`src/rtl/req_encoder_pkg.sv`:
```
// Shared sizes, FSM state encoding and helpers for the request encoder.
// Build option: define REQ_ENCODER_RR_EN for round-robin selection (default is fixed priority).
package req_encoder_pkg;

  localparam int unsigned NREQ = 16;
  localparam int unsigned AW   = 4;

  typedef enum logic {
    ST_IDLE = 1'b0,
    ST_HOLD = 1'b1
  } state_t;

`ifdef REQ_ENCODER_RR_EN
  localparam bit RR_EN = 1'b1;
`else
  localparam bit RR_EN = 1'b0;
`endif

  // One-hot select line for a register address.
  function automatic logic [NREQ-1:0] onehot(input logic [AW-1:0] a);
    logic [NREQ-1:0] v;
    v    = '0;
    v[a] = 1'b1;
    return v;
  endfunction

endpackage

```
`src/rtl/req_encoder_pick.sv`:
```
// Combinational picker: first set request at or after 'start', wrapping 15->0.
// Rotate right by start, priority-encode the lowest set bit, then add start back.
module req_encoder_pick
  import req_encoder_pkg::*;
(
  input  logic [NREQ-1:0] req,
  input  logic [AW-1:0]   start,
  output logic [AW-1:0]   idx,
  output logic            any
);

  logic [NREQ-1:0] rot;
  logic [AW-1:0]   off;

  always_comb begin
    rot = '0;
    for (int i = 0; i < int'(NREQ); i++) begin
      rot[i] = req[AW'(i + int'(start))];
    end
  end

  // Scan downward so the lowest set bit is the one left standing.
  always_comb begin
    off = '0;
    for (int i = int'(NREQ) - 1; i >= 0; i--) begin
      if (rot[i]) off = AW'(i);
    end
  end

  assign idx = off + start;
  assign any = |req;

endmodule

```
`src/rtl/req_encoder.sv`:
```
// 16-line request encoder: grants one request as a 4-bit address, held until ack.
// Build option: REQ_ENCODER_RR_EN selects round-robin instead of fixed priority.
module req_encoder
  import req_encoder_pkg::*;
(
  input  logic            clk,
  input  logic            reset,
  input  logic            enable,
  input  logic [NREQ-1:0] req,
  input  logic            ack,
  output logic [AW-1:0]   addr,
  output logic [NREQ-1:0] grant,
  output logic            valid
);

  state_t        state;
  logic [AW-1:0] last;
  logic [AW-1:0] start;
  logic [AW-1:0] pick;
  logic          any;

  // Fixed priority keeps last up to date but always searches from index 0.
  assign start = RR_EN ? last + AW'(1) : '0;

  req_encoder_pick u_pick (
    .req  (req),
    .start(start),
    .idx  (pick),
    .any  (any)
  );

  always_ff @(posedge clk) begin
    if (reset) begin
      state <= ST_IDLE;
      addr  <= '0;
      grant <= '0;
      valid <= 1'b0;
      last  <= AW'(NREQ - 1);
    end else begin
      case (state)
        ST_IDLE: begin
          if (enable && any) begin
            addr  <= pick;
            grant <= onehot(pick);
            valid <= 1'b1;
            state <= ST_HOLD;
          end
        end
        ST_HOLD: begin
          // Grant is frozen here; only ack releases it.
          if (ack) begin
            valid <= 1'b0;
            grant <= '0;
            last  <= addr;
            state <= ST_IDLE;
          end
        end
        default: state <= ST_IDLE;
      endcase
    end
  end

endmodule

```
`config.mk`:
```
export PLATFORM = sky130hd
export DESIGN_NAME = req_encoder
export DESIGN_NICKNAME = d
export VERILOG_FILES = /design/src/rtl/req_encoder_pkg.sv /design/src/rtl/req_encoder_pick.sv /design/src/rtl/req_encoder.sv
export SDC_FILE = /design/constraint.sdc
export NUM_CORES = 1
export LEC_CHECK = 0
export CAP_MARGIN = 0
export CORE_MARGIN = 3
export CORE_UTILIZATION = 32
export DETAILED_ROUTE_END_ITERATION = 7
export HOLD_SLACK_MARGIN = 0.08
export PLACE_DENSITY = 0.73
export SLEW_MARGIN = 20
export SYNTH_ARGS = -nofsm -noshare
export SYNTH_HDL_FRONTEND = slang
export SYNTH_SLANG_ARGS = --single-unit
```
`constraint.sdc`:
```
create_clock -name clk -period 4.72 [get_ports clk]
set_input_delay 0.708 -clock clk [delete_from_list [all_inputs] [get_ports clk]]
set_output_delay 0.708 -clock clk [all_outputs]
set_load 0.05 [all_outputs]
```
==> results of run 1 <==
==> cell families after synthesis <==
group                  count (synthesis)  synth area share
other                                  1           0.00516
muxes                                  4            0.0551
and+or+nand+nor                       39             0.336
DFF                                   13             0.358
buffers and inverters                 11             0.115
AOI/OAI and AO/OA                     16             0.131
==> metrics by stage <==
step                hold WS (ns)  setup slack (ns)  utilization
floorplan                  0.491              2.61            -
global placement           0.450              2.00        0.493
detailed placement         0.446              1.93        0.493
CTS                        0.460              2.23        0.506
global route               0.483              2.11        0.506
finish                     0.456              2.20        0.506
==> final cells by class <==
| cell class | count | area (um2) | share of cell area |
|---|---|---|---|
| repair buffers | 31 | 310 | 0.297 |
| multi-input cells | 68 | 413 | 0.396 |
| flip-flops and latches | 13 | 260 | 0.249 |
| clock buffers | 4 | 26.3 | 0.0252 |
| well taps | 27 | 33.8 | 0.0324 |
==> registers in the layout (all words and copies together) (netlist names) <==
name and count:
grant 8, addr 3, state 1, valid 1
==> how the worst min path moves through the flow <==
stage	endpoint	slack (ns)	cells past startpoint
final	valid$_SDFFE_PP0P_	0.46	2
after global routing	grant[1]$_SDFFE_PP0P_	0.48	2
after CTS	valid$_SDFFE_PP0P_	0.46	2
after detailed placement	grant[1]$_SDFFE_PP0P_	0.45	2
after global placement	grant[1]$_SDFFE_PP0P_	0.45	2
after floorplan	state$_SDFF_PP0_	0.49	2
==> critical path: stages <==
cell and delay (ns):
clkdlybuf4s50_1 0.55, or4_4 0.48, nor4_4 0.40, nand2b_1 0.36, mux2i_1 0.23
==> routing by layer <==
metal	track usage	vias to the layer above
li1	-	346
met1	0.171	315
met2	0.214	29
met3	0.0526	5
met4	0.0511	0
met5	0	-
==> cell usage in the layout, fill, tap and decap left out <==
cell type,n
clkbuf_4,3
o31ai_1,1
o41ai_1,1
conb_1,9
a31o_1,1
nor2_1,6
nand2_1,11
nor4_1,1
or4_1,2
clkdlybuf4s50_1,31
dfxtp_1,13
nor4b_1,1
nand2b_1,4
o21ai_0,8
mux2i_1,4
a21oi_1,3
a211oi_1,1
nor3_2,1
or4b_2,3
or4_4,2
o211ai_1,1
nand3_1,2
nor2b_1,5
clkbuf_1,1
nor4_4,1
==> report_power, final <==
| group | internal (mW) | switching [mW] | leakage, nW |
|---|---|---|---|
| clock network | 0.0328 | 0.0343 | 0.0150 |
| registers | 0.113 | 0.00215 | 0.106 |
| logic | 0.0257 | 0.0443 | 0.262 |
==> flow_summary.toml, run 1 <==
[run_status]
status = "completed"

[drt]
wl_met3_um = 156
wirelength_um = 1800
met1Wirelength_um = 799
drc = 0
highest_layer = "met4"
num_vias = 695
firstDrtPassIters = 4
route.met2.wl_um = 819
routedWlPerCell_um = 12.6
antenna_left = 0
drt_iter0_markers = 3
viasPerCell = 4.86

[global_routing]
globalRouteOverflowTotal = 0
grt_max_degree = 11
grt_pass1_wl_um = 2840
antenna_found_initial = 0
grt_pass1_vias = 630
grt_usage = 0.138

[clock_tree]
post_cts_buffers = 0
clockBufferDepth = 2
clkSinkCount = 13
worstSkewPairLatency_ns = 0.27
hold_buffers = 0
htreeDepth = 1
numCtsBuffers = 3
cts_tree = "yes"
clk_transition_reported_paths_ns = 0.07
root_buffer = "clkbuf_4"
cts_resized = 0

[worst_setup_path]
required_ns = 4.92
cp_max_fo = 8
reg2reg_slack_ns = 3.22
reg2reg_to = "grant[6]$_SDFFE_PP0P_"
crit_start = "req[0]"
worstPathArrival_ns = 2.72
worstSetupEndpoint = "grant[4]$_SDFFE_PP0P_"
cp-start-kind = "input port"
r2r-start = "state$_SDFF_PP0_"
rr_worst_depth = 3
worstSetupEndpointType = "flip-flop"
worst-setup-path-type = "input port to flip-flop"

[layout]
final_area_mm2 = 0.00104
nets = 137
fillers = 203
layout.cells.non_filler = 143
drive_above_1_share = 0.0862
area_growth_pct = 43.5
antenna_cells = 0

[placed_design]
postPlaceCellArea_mm2 = 0.00102
gp_congestion = 0.875
io_buffers = 31
placed_cells = 139
dp_hpwl_um = 1410

[synth]
synthCells = 84
ys_seq_area_frac = 0.358
synth.most_common_cell = "dfxtp_1"
synthArstFlopShare = 0
synth_flop_cell = "dfxtp_1"
synth_edf_count = 0
synth_top_cell_area_share = 0.358
ys_ff_latch = 13
synth_top_area_cell = "dfxtp_1"
yosys_warnings = 0
synth.distinct_cells = 25
ys_top_cells_by_area = "dfxtp_1 (36%), buf_4 (9.3%), nand2_1 (5.7%)"
synth_area_um2 = 727
synthTopCellsByCount = "dfxtp_1 (13), nand2_1 (11), buf_4 (9)"
syn_area_per_cell_um2 = 8.65

[floorplanning]
die_x_um = 53.7
rows = 16
die_y_um = 53.7
die_area_mm2 = 0.00288
start_util = 0.353
io_pins = 41
core_mm2 = 0.00206

[sta]
finalMaxSlewViolations = 0
finalWorstPathRequiredPeriod_ns = 2.52
rsz0062_at_grt = "no"
final_hold_viol_count = 0
fin_skew_ns = 0.000726
tns_ns = 0
setup_viol = 0
max_freq_mhz = 397
slew_headroom = 0.571
worst_pin_slew_ns = 0.644
fin_crit_sh = 0.534

[power_and_ir_drop]
powerDensity_mw_per_mm2 = 242
p_total_uw = 252
leakagePower_nw = 0.382
vdd_drop_max_v = 0.000161

[worst_hold_path]
hold_class = "flip-flop to flip-flop"
min_from = "valid$_SDFFE_PP0P_"

[job]
maxCapViolCount = 0
Power figures use the tool's default switching activity.
==> inputs of run 2 (changes only) <==
--- a/config.mk
+++ b/config.mk
@@ -10,7 +10,7 @@
 export CORE_UTILIZATION = 32
 export DETAILED_ROUTE_END_ITERATION = 7
 export HOLD_SLACK_MARGIN = 0.08
-export PLACE_DENSITY = 0.73
+export PLACE_DENSITY = 0.76
 export SLEW_MARGIN = 20
 export SYNTH_ARGS = -nofsm -noshare
 export SYNTH_HDL_FRONTEND = slang
==> constraint.sdc (replaced) <==
create_clock -name clk -period 2.2 [get_ports clk]
set_input_delay 0.33 -clock clk [delete_from_list [all_inputs] [get_ports clk]]
set_output_delay 0.33 -clock clk [all_outputs]
set_load 0.05 [all_outputs]
==> run 2 against run 1 <==
Compared with the run above: combinational power is 140% higher; critical path depth stayed put; sequential power is 120% higher; core utilization is 4.0 points higher; via count is 7.1% higher; cell count is 7.7% higher; critical endpoint is now grant[7]$_SDFFE_PP0P_; first-iteration DRC count grew to 4.3 times the previous value.
==> flow_summary.toml, run 2 (synthesis gave the netlist of run 1 again) <==
[sta]
tns_ns = 0
finalMaxSlewViolations = 0
worst_pin_slew_ns = 0.497
max_freq_mhz = 512
final_hold_viol_count = 0
finalWorstPathRequiredPeriod_ns = 1.95
fin_crit_sh = 0.888
setup_viol = 0
hold_slack_ns = 0.456
rsz0062_at_grt = "no"
fin_skew_ns = 0.00972
slew_headroom = 0.667

[worst_setup_path]
cp-start-kind = "input port"
worst-setup-path-type = "input port to flip-flop"
worstPathArrival_ns = 2.16
rr_worst_depth = 3
worstSetupEndpointType = "flip-flop"
reg2reg_slack_ns = 0.65
required_ns = 2.41
r2r-start = "state$_SDFF_PP0_"
cp_max_fo = 8
reg2reg_to = "grant[6]$_SDFFE_PP0P_"

[layout]
largest_registers = "grant x8, addr x3"
final_common_cell = "clkdlybuf4s50_1"
drive_above_1_share = 0.165
largest_register_ffs = 8
area_growth_pct = 54.9
regMostFlops = "grant"
nets = 148
antenna_cells = 0
final_cell_mix = "clkdlybuf4s50_1 (31), dfxtp_1 (13), nand2_1 (11), buf_4 (11), conb_1 (9)"

[placed_design]
gp_congestion = 0.870
io_buffers = 31
dp_hpwl_um = 1550

[global_routing]
antenna_found_initial = 0
grt_pass1_wl_um = 3060
grt_usage = 0.146
grt_max_degree = 10
globalRouteOverflowTotal = 0
grt_pass1_vias = 682

[power_and_ir_drop]
leakagePower_nw = 0.437
p_sw_frac = 0.330
power.internal_uw = 380
clkPwrFrac = 0.272
powerDensity_mw_per_mm2 = 504
seq_power_share = 0.437
switching_power_uw = 187
vdd_drop_max_v = 0.000268
combinationalPowerShare = 0.292

[floorplanning]
rows = 16
core_mm2 = 0.00206
die_area_mm2 = 0.00288
io_pins = 41
die_y_um = 53.7
start_util = 0.353
die_x_um = 53.7

[clock_tree]
clockBufferDepth = 2
cts_resized = 0
clk_transition_reported_paths_ns = 0.08
numCtsBuffers = 3
clkSinkCount = 13
htreeDepth = 1
post_cts_buffers = 0
root_buffer = "clkbuf_4"
hold_buffers = 0
cts_tree = "yes"
worstSkewPairLatency_ns = 0.29

[drt]
drt_iter0_markers = 13
wirelength_um = 1960
firstDrtPassIters = 4
antenna_left = 0
drc = 0
num_vias = 744
routedWlPerCell_um = 12.8
viasPerCell = 4.83

[worst_hold_path]
hold_path_end = "valid$_SDFFE_PP0P_"
min_path_cells = 2
min_from = "valid$_SDFFE_PP0P_"
hold_class = "flip-flop to flip-flop"

[run_status]
status = "completed"

[job]
maxCapViolCount = 0
run 2: cell types whose count changed in the layout (fill, tap and decap cells not counted):
cell / before / now
buf_4: 0 / 11
run 2: stage by stage:
stage,total power [mW],cells,util,setup WS [ns],area [um2]
CTS,0.567,154,0.546,0.247,1130
global placement,0.416,150,0.533,0.0108,1100
finish,0.568,154,0.546,0.247,1130
floorplan,0.358,92,-,0.467,757
detailed placement,0.417,150,0.533,-0.0430,1100
global route,0.588,154,0.546,0.161,1130
run 2: cell type report:
cell class,instances,area [um2]
flip-flops and latches,13,260
repair buffers,42,393
fillers,202,936
well taps,27,33.8
clock buffers,4,26.3
multi-input cells,68,413
run 2: power groups by stage:
stage                     clock [mW]  combinational [mW]  sequential (mW)
final                          0.154               0.166            0.248
after global placement             0               0.163            0.253
after global routing           0.163               0.176            0.249
after detailed placement           0               0.164            0.253
after floorplan                    0              0.0828            0.275
after CTS                      0.155               0.165            0.248
run 2: worst max path at each step:
stage / start / to / slack, ns
after detailed placement: req[6] / grant[7]$_SDFFE_PP0P_ / -0.04
after CTS: req[6] / grant[7]$_SDFFE_PP0P_ / 0.25
after global placement: req[11] / grant[4]$_SDFFE_PP0P_ / 0.01
after floorplan: req[11] / grant[4]$_SDFFE_PP0P_ / 0.47
after global routing: req[6] / grant[7]$_SDFFE_PP0P_ / 0.16
final: req[6] / grant[7]$_SDFFE_PP0P_ / 0.25
run 2: worst max-delay path: stages:
cell	delay [ns]
clkdlybuf4s50_1	0.42
or4_1	0.61
nor4_4	0.25
nand2b_1	0.34
mux2i_1	0.22
run 2: routing by layer:
layer / vias to the layer above / share of wire / routed length, um / track usage
met4: 0 / 0.016 / 32 / 0.0511
met5: - / 0 / 0 / 0
met2: 35 / 0.47 / 914 / 0.236
met3: 7 / 0.069 / 135 / 0.0332
li1: 369 / - / - / -
met1: 333 / 0.45 / 881 / 0.189
==> inputs of run 3 (changes only) <==
--- a/config.mk
+++ b/config.mk
@@ -15,3 +15,4 @@
 export SYNTH_ARGS = -nofsm -noshare
 export SYNTH_HDL_FRONTEND = slang
 export SYNTH_SLANG_ARGS = --single-unit
+export TNS_END_PERCENT = 30
==> results of run 3 <==
Final layout, timing and power as in run 2 (identical DEF).
